### config.mk
export PLATFORM = sky130hd
export DESIGN_NAME = gpu_instruction_dispatcher
export DESIGN_NICKNAME = d
export VERILOG_FILES = /design/src/rtl/gpu_instruction_dispatcher.sv
export SDC_FILE = /design/constraint.sdc
export NUM_CORES = 1
export LEC_CHECK = 0
export ABC_AREA = 1
export CAP_MARGIN = 10
export CORE_ASPECT_RATIO = 0.9
export CORE_MARGIN = 2
export CORE_UTILIZATION = 35
export CTS_CLUSTER_SIZE = 14
export DETAILED_ROUTE_END_ITERATION = 16
export GPL_ROUTABILITY_DRIVEN = 0
export PLACE_DENSITY = 0.73
export SLEW_MARGIN = 20
export SYNTH_ARGS = -nofsm -noshare
export SYNTH_HDL_FRONTEND = slang
export SYNTH_SLANG_ARGS = --single-unit
### constraint.sdc
create_clock -name clk -period 4.4 [get_ports clk]
set_input_delay 0.88 -clock clk [delete_from_list [all_inputs] [get_ports clk]]
set_output_delay 0.88 -clock clk [all_outputs]
set_load 0.05 [all_outputs]
### src/rtl/gpu_instruction_dispatcher.sv
// gpu_instruction_dispatcher
//   Pops instructions from the instruction FIFO one at a time, decodes the
//   opcode and hands the latched word to the owning draw engine with a
//   one-cycle start pulse. It stalls while the target engine is busy,
//   drains all engines on SYNC, skips NOP and flags illegal opcodes.
//   Optional feature macro: GPU_DISPATCH_STATS_EN (issue counter on
//   issued_count_o; the port reads 0 when the macro is undefined).
module gpu_instruction_dispatcher #(
  parameter int NUM_ENG    = 3,
  parameter int INSTR_BITS = 79,
  parameter int CNT_BITS   = 16
) (
  input  logic                  clk,
  input  logic                  rst,
  input  logic                  fifo_empty_i,
  input  logic [INSTR_BITS-1:0] instr_i,
  output logic                  pop_instruction_o,
  input  logic                  halt_i,
  input  logic [NUM_ENG-1:0]    eng_busy_i,
  output logic [NUM_ENG-1:0]    eng_start_o,
  output logic [INSTR_BITS-1:0] instr_o,
  output logic                  idle_o,
  output logic                  err_opcode_o,
  output logic [CNT_BITS-1:0]   issued_count_o
);

  localparam logic [3:0] OP_NOP    = 4'd0;
  localparam logic [3:0] OP_LINE   = 4'd1;
  localparam logic [3:0] OP_CIRCLE = 4'd2;
  localparam logic [3:0] OP_RECT   = 4'd3;
  localparam logic [3:0] OP_SYNC   = 4'd4;

  typedef enum logic [1:0] {
    ST_IDLE      = 2'd0,
    ST_DECODE    = 2'd1,
    ST_ISSUE     = 2'd2,
    ST_SYNC_WAIT = 2'd3
  } state_t;

  state_t                  state_q;
  logic [INSTR_BITS-1:0]   instr_q;
  logic [NUM_ENG-1:0]      start_q;
  logic                    err_q;

  logic [3:0]              opcode_s;
  logic [NUM_ENG-1:0]      target_s;
  logic                    target_busy_s;
  logic                    pop_s;

  // Map a draw opcode to the one-hot engine that owns it; zero for non-draw opcodes.
  function automatic logic [NUM_ENG-1:0] eng_for_opcode(input logic [3:0] op);
    logic [NUM_ENG-1:0] sel;
    sel = '0;
    case (op)
      OP_LINE:   sel[0] = 1'b1;
      OP_CIRCLE: sel[1] = 1'b1;
      OP_RECT:   sel[2] = 1'b1;
      default:   sel = '0;
    endcase
    return sel;
  endfunction

  assign opcode_s      = instr_q[3:0];
  assign target_s      = eng_for_opcode(opcode_s);
  assign target_busy_s = |(target_s & eng_busy_i);

  // Pop is decoded from state and inputs so the FIFO head is captured on the
  // same edge; it is held off during reset so nothing is consumed then.
  assign pop_s = ~rst & (state_q == ST_IDLE) & ~fifo_empty_i & ~halt_i;

  assign pop_instruction_o = pop_s;
  assign eng_start_o       = start_q;
  assign instr_o           = instr_q;
  assign err_opcode_o      = err_q;
  assign idle_o            = (state_q == ST_IDLE) & fifo_empty_i & (eng_busy_i == '0);

  // Dispatch sequencer: fetch, decode, issue start pulse or drain on SYNC.
  always_ff @(posedge clk or posedge rst) begin
    if (rst) begin
      state_q <= ST_IDLE;
      instr_q <= '0;
      start_q <= '0;
      err_q   <= 1'b0;
    end else begin
      start_q <= '0;
      case (state_q)
        ST_IDLE: begin
          if (pop_s) begin
            instr_q <= instr_i;
            state_q <= ST_DECODE;
          end else begin
            state_q <= ST_IDLE;
          end
        end
        ST_DECODE: begin
          case (opcode_s)
            OP_NOP:  state_q <= ST_IDLE;
            OP_SYNC: state_q <= ST_SYNC_WAIT;
            OP_LINE, OP_CIRCLE, OP_RECT: begin
              // Busy falling in this cycle lets the issue go out next cycle.
              if (!target_busy_s) begin
                start_q <= target_s;
                state_q <= ST_ISSUE;
              end else begin
                state_q <= ST_DECODE;
              end
            end
            default: begin
              err_q   <= 1'b1;
              state_q <= ST_IDLE;
            end
          endcase
        end
        ST_ISSUE: begin
          state_q <= ST_IDLE;
        end
        ST_SYNC_WAIT: begin
          // Always spends at least one cycle here, so an engine started just
          // before the SYNC has had time to raise busy.
          if (eng_busy_i == '0) begin
            state_q <= ST_IDLE;
          end else begin
            state_q <= ST_SYNC_WAIT;
          end
        end
        default: begin
          state_q <= ST_IDLE;
        end
      endcase
    end
  end

`ifdef GPU_DISPATCH_STATS_EN
  logic [CNT_BITS-1:0] issued_q;

  // Count every start pulse; wraps naturally at the counter width.
  always_ff @(posedge clk or posedge rst) begin
    if (rst) begin
      issued_q <= '0;
    end else if (|start_q) begin
      issued_q <= issued_q + {{(CNT_BITS-1){1'b0}}, 1'b1};
    end else begin
      issued_q <= issued_q;
    end
  end

  assign issued_count_o = issued_q;
`else
  assign issued_count_o = '0;
`endif

endmodule
### Word-level counts from Yosys, hierarchy flattened

Index checks and enable logic that the tools add are counted.
W data, S select, Z words.

* bits in registers: 85
* bits of input ports: 86
* output and inout bits: 101
* logic and storage cells: 40

* eq/ne operators: 7
* muxes and demuxes: 11
* bitwise logic cells: 10
* reduce and logical (&&, ||, !) cells: 8

Operators by type and width (number)
* $mux W3: 3
* $eq A4 B2 Y1 const B: 2
* $pmux W2 S4: 1
* $reduce_or A3 Y1: 2
* $and A1 B1 Y1: 5
* $reduce_or A5 Y1: 1
* $eq A2 B2 Y1 const B: 2
* $eq A4 B1 Y1 const B: 1
* $eq A4 B3 Y1 const B: 1
* $logic_not A4 Y1: 1
* $mux W1: 4
* $mux W2: 2
* $not A1 Y1: 4
* $pmux W2 S2: 1
* $reduce_and A2 Y1: 2
* $and A3 B3 Y3: 1
* $logic_not A3 Y1: 1
* $eq A2 B1 Y1 const B: 1
* $logic_not A2 Y1: 1

### Depth between registers and ports, before layout

* word-level depth: 7
* depth in mapped cells: 8

### Least setup slack after synthesis

Ideal clock, no wire load.

* path type: input to output
* from: input port rst
* to: output port pop_instruction_o
* arrival: 3528 ps
* required time: 3520 ps
* setup slack: -8 ps
* stages: 6
* cells stage by stage: inv_1 -> nand2_1 -> or3_1 -> buf_2 -> clkinv_4 -> buf_8

* word-level cells in the longest chain between the ends: 4

RTL lines
* from (decl): line 14 `input logic rst,`
* $not A1 Y1: line 69 `assign pop_s = ~rst & (state_q == ST_IDLE) & ~fifo_empty_i & ~halt_i;`
* $and A1 B1 Y1 (3 in series): line 69
* to (decl): line 17 `output logic pop_instruction_o,`

Every way passes these cells.

### Final worst setup path

* from: input port eng_busy_i[1]
* to: output port idle_o

* word-level cells in the longest chain between the ends: 2

RTL lines
* from (decl): line 19 `input logic [NUM_ENG-1:0] eng_busy_i,`
* $logic_not A3 Y1: line 75 `assign idle_o = (state_q == ST_IDLE) & fifo_empty_i & (eng_busy_i == '0);`
* $and A1 B1 Y1: line 75
* to (decl): line 22 `output logic idle_o,`

Every way passes these cells.

==> results.md <==
Clocking:
- Buffers added to address setup during post-CTS repair amount to 0.
- The number of gates resized after CTS was 0.
- The number of levels the H-tree was split into is 3.
- The number of buffers added by the clock tree synthesis step is 9.
- TritonCTS built the clock tree.
- CTS saw 85 sinks.
- The root buffer cell is sky130_fd_sc_hd__clkbuf_8.
- The insertion delay to the later sink of the worst-skew pair is 0.34 ns.
- The largest buffer count on any clock path is 2.
- Buffers inserted to repair hold after CTS numbered 0.
- The clock transition at the registers of the reported paths is around 0.070 ns.

Detailed routing:
- After detailed routing, the number of vias per cell comes to approximately 4.4.
- The number of nets with antenna violations after detailed routing is 0.
- Summed over all layers, the routed wires come to between 8 and 9 mm.
- The first routing iteration left 127 violations.
- The post-detailed-route DRC marker count is 0.
- The routed length per placed instance is around 12 um.
- Across all layers, the routed design uses around 3,000 vias.
- The number of search-and-repair iterations in the first detailed-routing pass is 4.

Cells and area:
- Summing all flip-flop and latch instances after layout gives about 2100 um2.
- Summing all non-filler instances in the final layout gives an area of ~5400 um2.
- The final antenna diode count is 0.
- The share of the core filled with cells in the final layout is between 50% and 60%.
- The filler cells instantiated in the layout total roughly 900.
- Cells with a size suffix above 1 make up approximately 5.5% of the layout.
- Summing all multi-input logic gate instances after layout gives ~1100 um2.
- The final layout contains around 650 nets.
- Compared with the post-synthesis result, the final layout area differs by 54.0%.

Worst setup path:
- The delay of the slowest cell on the worst path is about 0.8 ns.
- The worst setup path is of the input pin to primary output kind.
- STA classifies the critical path endpoint as a primary output.
- STA puts the critical path data arrival time at between 2 and 3 ns.
- The element type at the critical path start is an input pin.
- The library cell contributing the largest single delay on the critical path is sky130_fd_sc_hd__clkdlybuf4s50_1.
- Along the worst path, the maximum fanout reaches 2.
- The most numerous cell type found on the critical path is sky130_fd_sc_hd__clkdlybuf4s50_1.
- Traced cell by cell, the critical path runs through clkdlybuf4s50_1 > or3_1 > nor2_1 > clkdlybuf4s50_1.
- Data on the critical path is required at its endpoint by 3.52 ns.

Floorplanning:
- 187 I/O pins were placed.
- The area inside the core boundary is approximately 9700 um2.
- The floorplan has 34 rows.
- The vertical extent of the die is 98.8 um.
- The horizontal extent of the die is 109 um.
- The floorplan step defined a die boundary enclosing between 10,000 and 15,000 um2.
- The initial standard-cell utilization of the core is approximately 36%.

Placement:
- Once detailed placement completed, the half-perimeter wirelength came to about 6 mm.
- The count of buffers added on input and output ports is 170.
- In this run the cell area measured after placement is between 5000 and 6000 um2.

STA:
- Headroom to the max-slew limit came out at 46.4%.
- At the pin with the least slew margin, the transition time is 0.804 ns.
- Derived from the worst setup path, the maximum achievable clock frequency is around 290 MHz.
- Of the available clock period, the critical path in the final layout requires approximately 79%.
- The clock arrives with ~0.0073 ns of skew.
- The count of pins over their slew limit is 0.
- The worst-case hold slack is between 0.4 and 0.5 ns.
- The time the final worst path needs with I/O delays and setup is around 3.5 ns.
- Setup repair after global routing left no endpoint under its margin.
- Setup violations remaining at the end of the flow were counted as 0.
- Summed over all failing endpoints, the final setup total negative slack is 0 ns.
- The number of hold violations in the final report is 0.

Yosys:
- The warning count from the yosys run is 0.
- The main combinational cell family by area after synthesis is simple AND/OR/NAND/NOR gates.
- Measured against the total synthesized area, the mux share comes to 0%.
- The average size of a mapped cell is 8.80 um2.
- The post-synthesis instance area is 3490 um2.
- Summing the sequential cell areas from Yosys gives between 60 and 70% of the chip area.
- The number of different library cells in the post-synthesis netlist is 17.
- After Yosys synthesis, XOR and XNOR cells account for 0% of the synthesized area.
- The post-synthesis share of cell area spent on full adders, half adders and majority gates is 0%.
- The number of flip-flops and latches in the synthesized netlist is 85.
- The simple-gate area share of the yosys netlist is 30.3%.
- Counting every instance in the synthesized netlist gives between 300 and 400.
- The synthesized netlist devotes less than 1% of its cell area to compound gates.

Global route:
- The global-route wire length before repair is 13.7 mm.
- The overflow left after global routing is 0.
- The pin count of the biggest net entering global routing is 86.
- The number of antenna violations at the first check in global routing is 0.
- For this run, the total global-route usage over all layers was measured as 15.9%.
- The number of global-route vias before repair is 3,001.

Power:
- The power per unit of standard cell area is 613 nW/um2.
- Across the VDD grid, the largest voltage drop is roughly 0.34 mV.
- The power consumption is 3300 uW.
- The static leakage is around 0.0027 uW.

Job:
- The max-cap violation count is 0.

Run status:
- The run finished with clean final reports.

Hold path:
- The path class of the lowest-slack min-delay path is flip-flop to flip-flop.
-- kinds of logic after synthesis --
group / count (synthesis)
compound gates: 1
buf+inv: 41
flops: 85
other cells: 1
simple gates: 269
-- per-layer routing --
metal	track usage, %	part of all wire [%]
met5	0	0
met4	5.36	1.4
met3	5.16	10
met2	26.1	45
met1	19.9	43
-- area by class of cell --
type | count | area share (%)
Sequential cell | 85 | 39.5
Timing Repair Buffer | 173 | 32.1
Multi-Input combinational cell | 286 | 21.0
Tap cell | 126 | 2.93
Clock buffer | 10 | 2.37
Clock inverter | 4 | 1.40
Inverter | 8 | 0.721
-- report_power, final --
part | switching (uW) | leakage, uW | internal [uW]
clock network | 258 | 0.0000945 | 314
logic | 1080 | 0.00149 | 525
registers | 128 | 0.00106 | 994
-- state kept, by name, summed over array words and instances (netlist names) --
name,cells
instr_o,79
eng_start_o,3
state_q,2
err_opcode_o,1
-- critical path: cells and delay by family --
family                 cells  cell delay, ns
buffers and inverters      2            1.22
and+or+nand+nor            2            0.50
-- cells in the mapped netlist (all sizes together) --
| cell type | number | area, um2 |
|---|---|---|
| nor2 | 7 | 28.8 |
| nand2 | 247 | 950 |
| conb | 1 | 3.75 |
| buf | 33 | 259 |
| nand3 | 7 | 35.0 |
| a31o | 1 | 8.76 |
| or3 | 2 | 12.5 |
| nand4 | 3 | 18.8 |
| inv | 7 | 26.3 |
| clkinv | 1 | 8.76 |
| nor3 | 3 | 15.0 |
| dfrtp | 85 | 2130 |
-- per-stage QoR --
stage	instances	worst slack (ns)
3_5_place_dp	678	0.917
5_1_grt	692	0.855
4_1_cts	692	0.915
2_1_floorplan	412	0.689
6_report	692	0.920
3_3_place_gp	678	0.922
-- final timing paths --
kind | startpoint | endpoint | slack [ns] | cells after the start
max reg2reg | state_q[0]$_DFF_PP0_ | instr_o[57]$_DFFE_PP0P_ | 2.33 | 7
min in group asynchronous | rst | instr_o[36]$_DFFE_PP0P_ | 1.18 | 3
max | eng_busy_i[1] | idle_o | 0.92 | 4
min reg2reg | instr_o[51]$_DFFE_PP0P_ | instr_o[51]$_DFFE_PP0P_ | 0.48 | 2
min | instr_o[51]$_DFFE_PP0P_ | instr_o[51]$_DFFE_PP0P_ | 0.48 | 2
max in group asynchronous | rst | instr_o[59]$_DFFE_PP0P_ | 2.74 | 3
-- placed cells by master (no fill, tap or decap), drive strengths merged, types with 2 or more instances in the layout --
cell type	count
buf	4
bufinv	2
clkbuf	10
clkdlybuf4s50	169
clkinvlp	3
conb	16
dfrtp	85
inv	6
nand2	247
nand3	7
nand4	3
nor2	7
nor3	3
or3	2
Note: power is estimated with default switching activity, not from simulation.
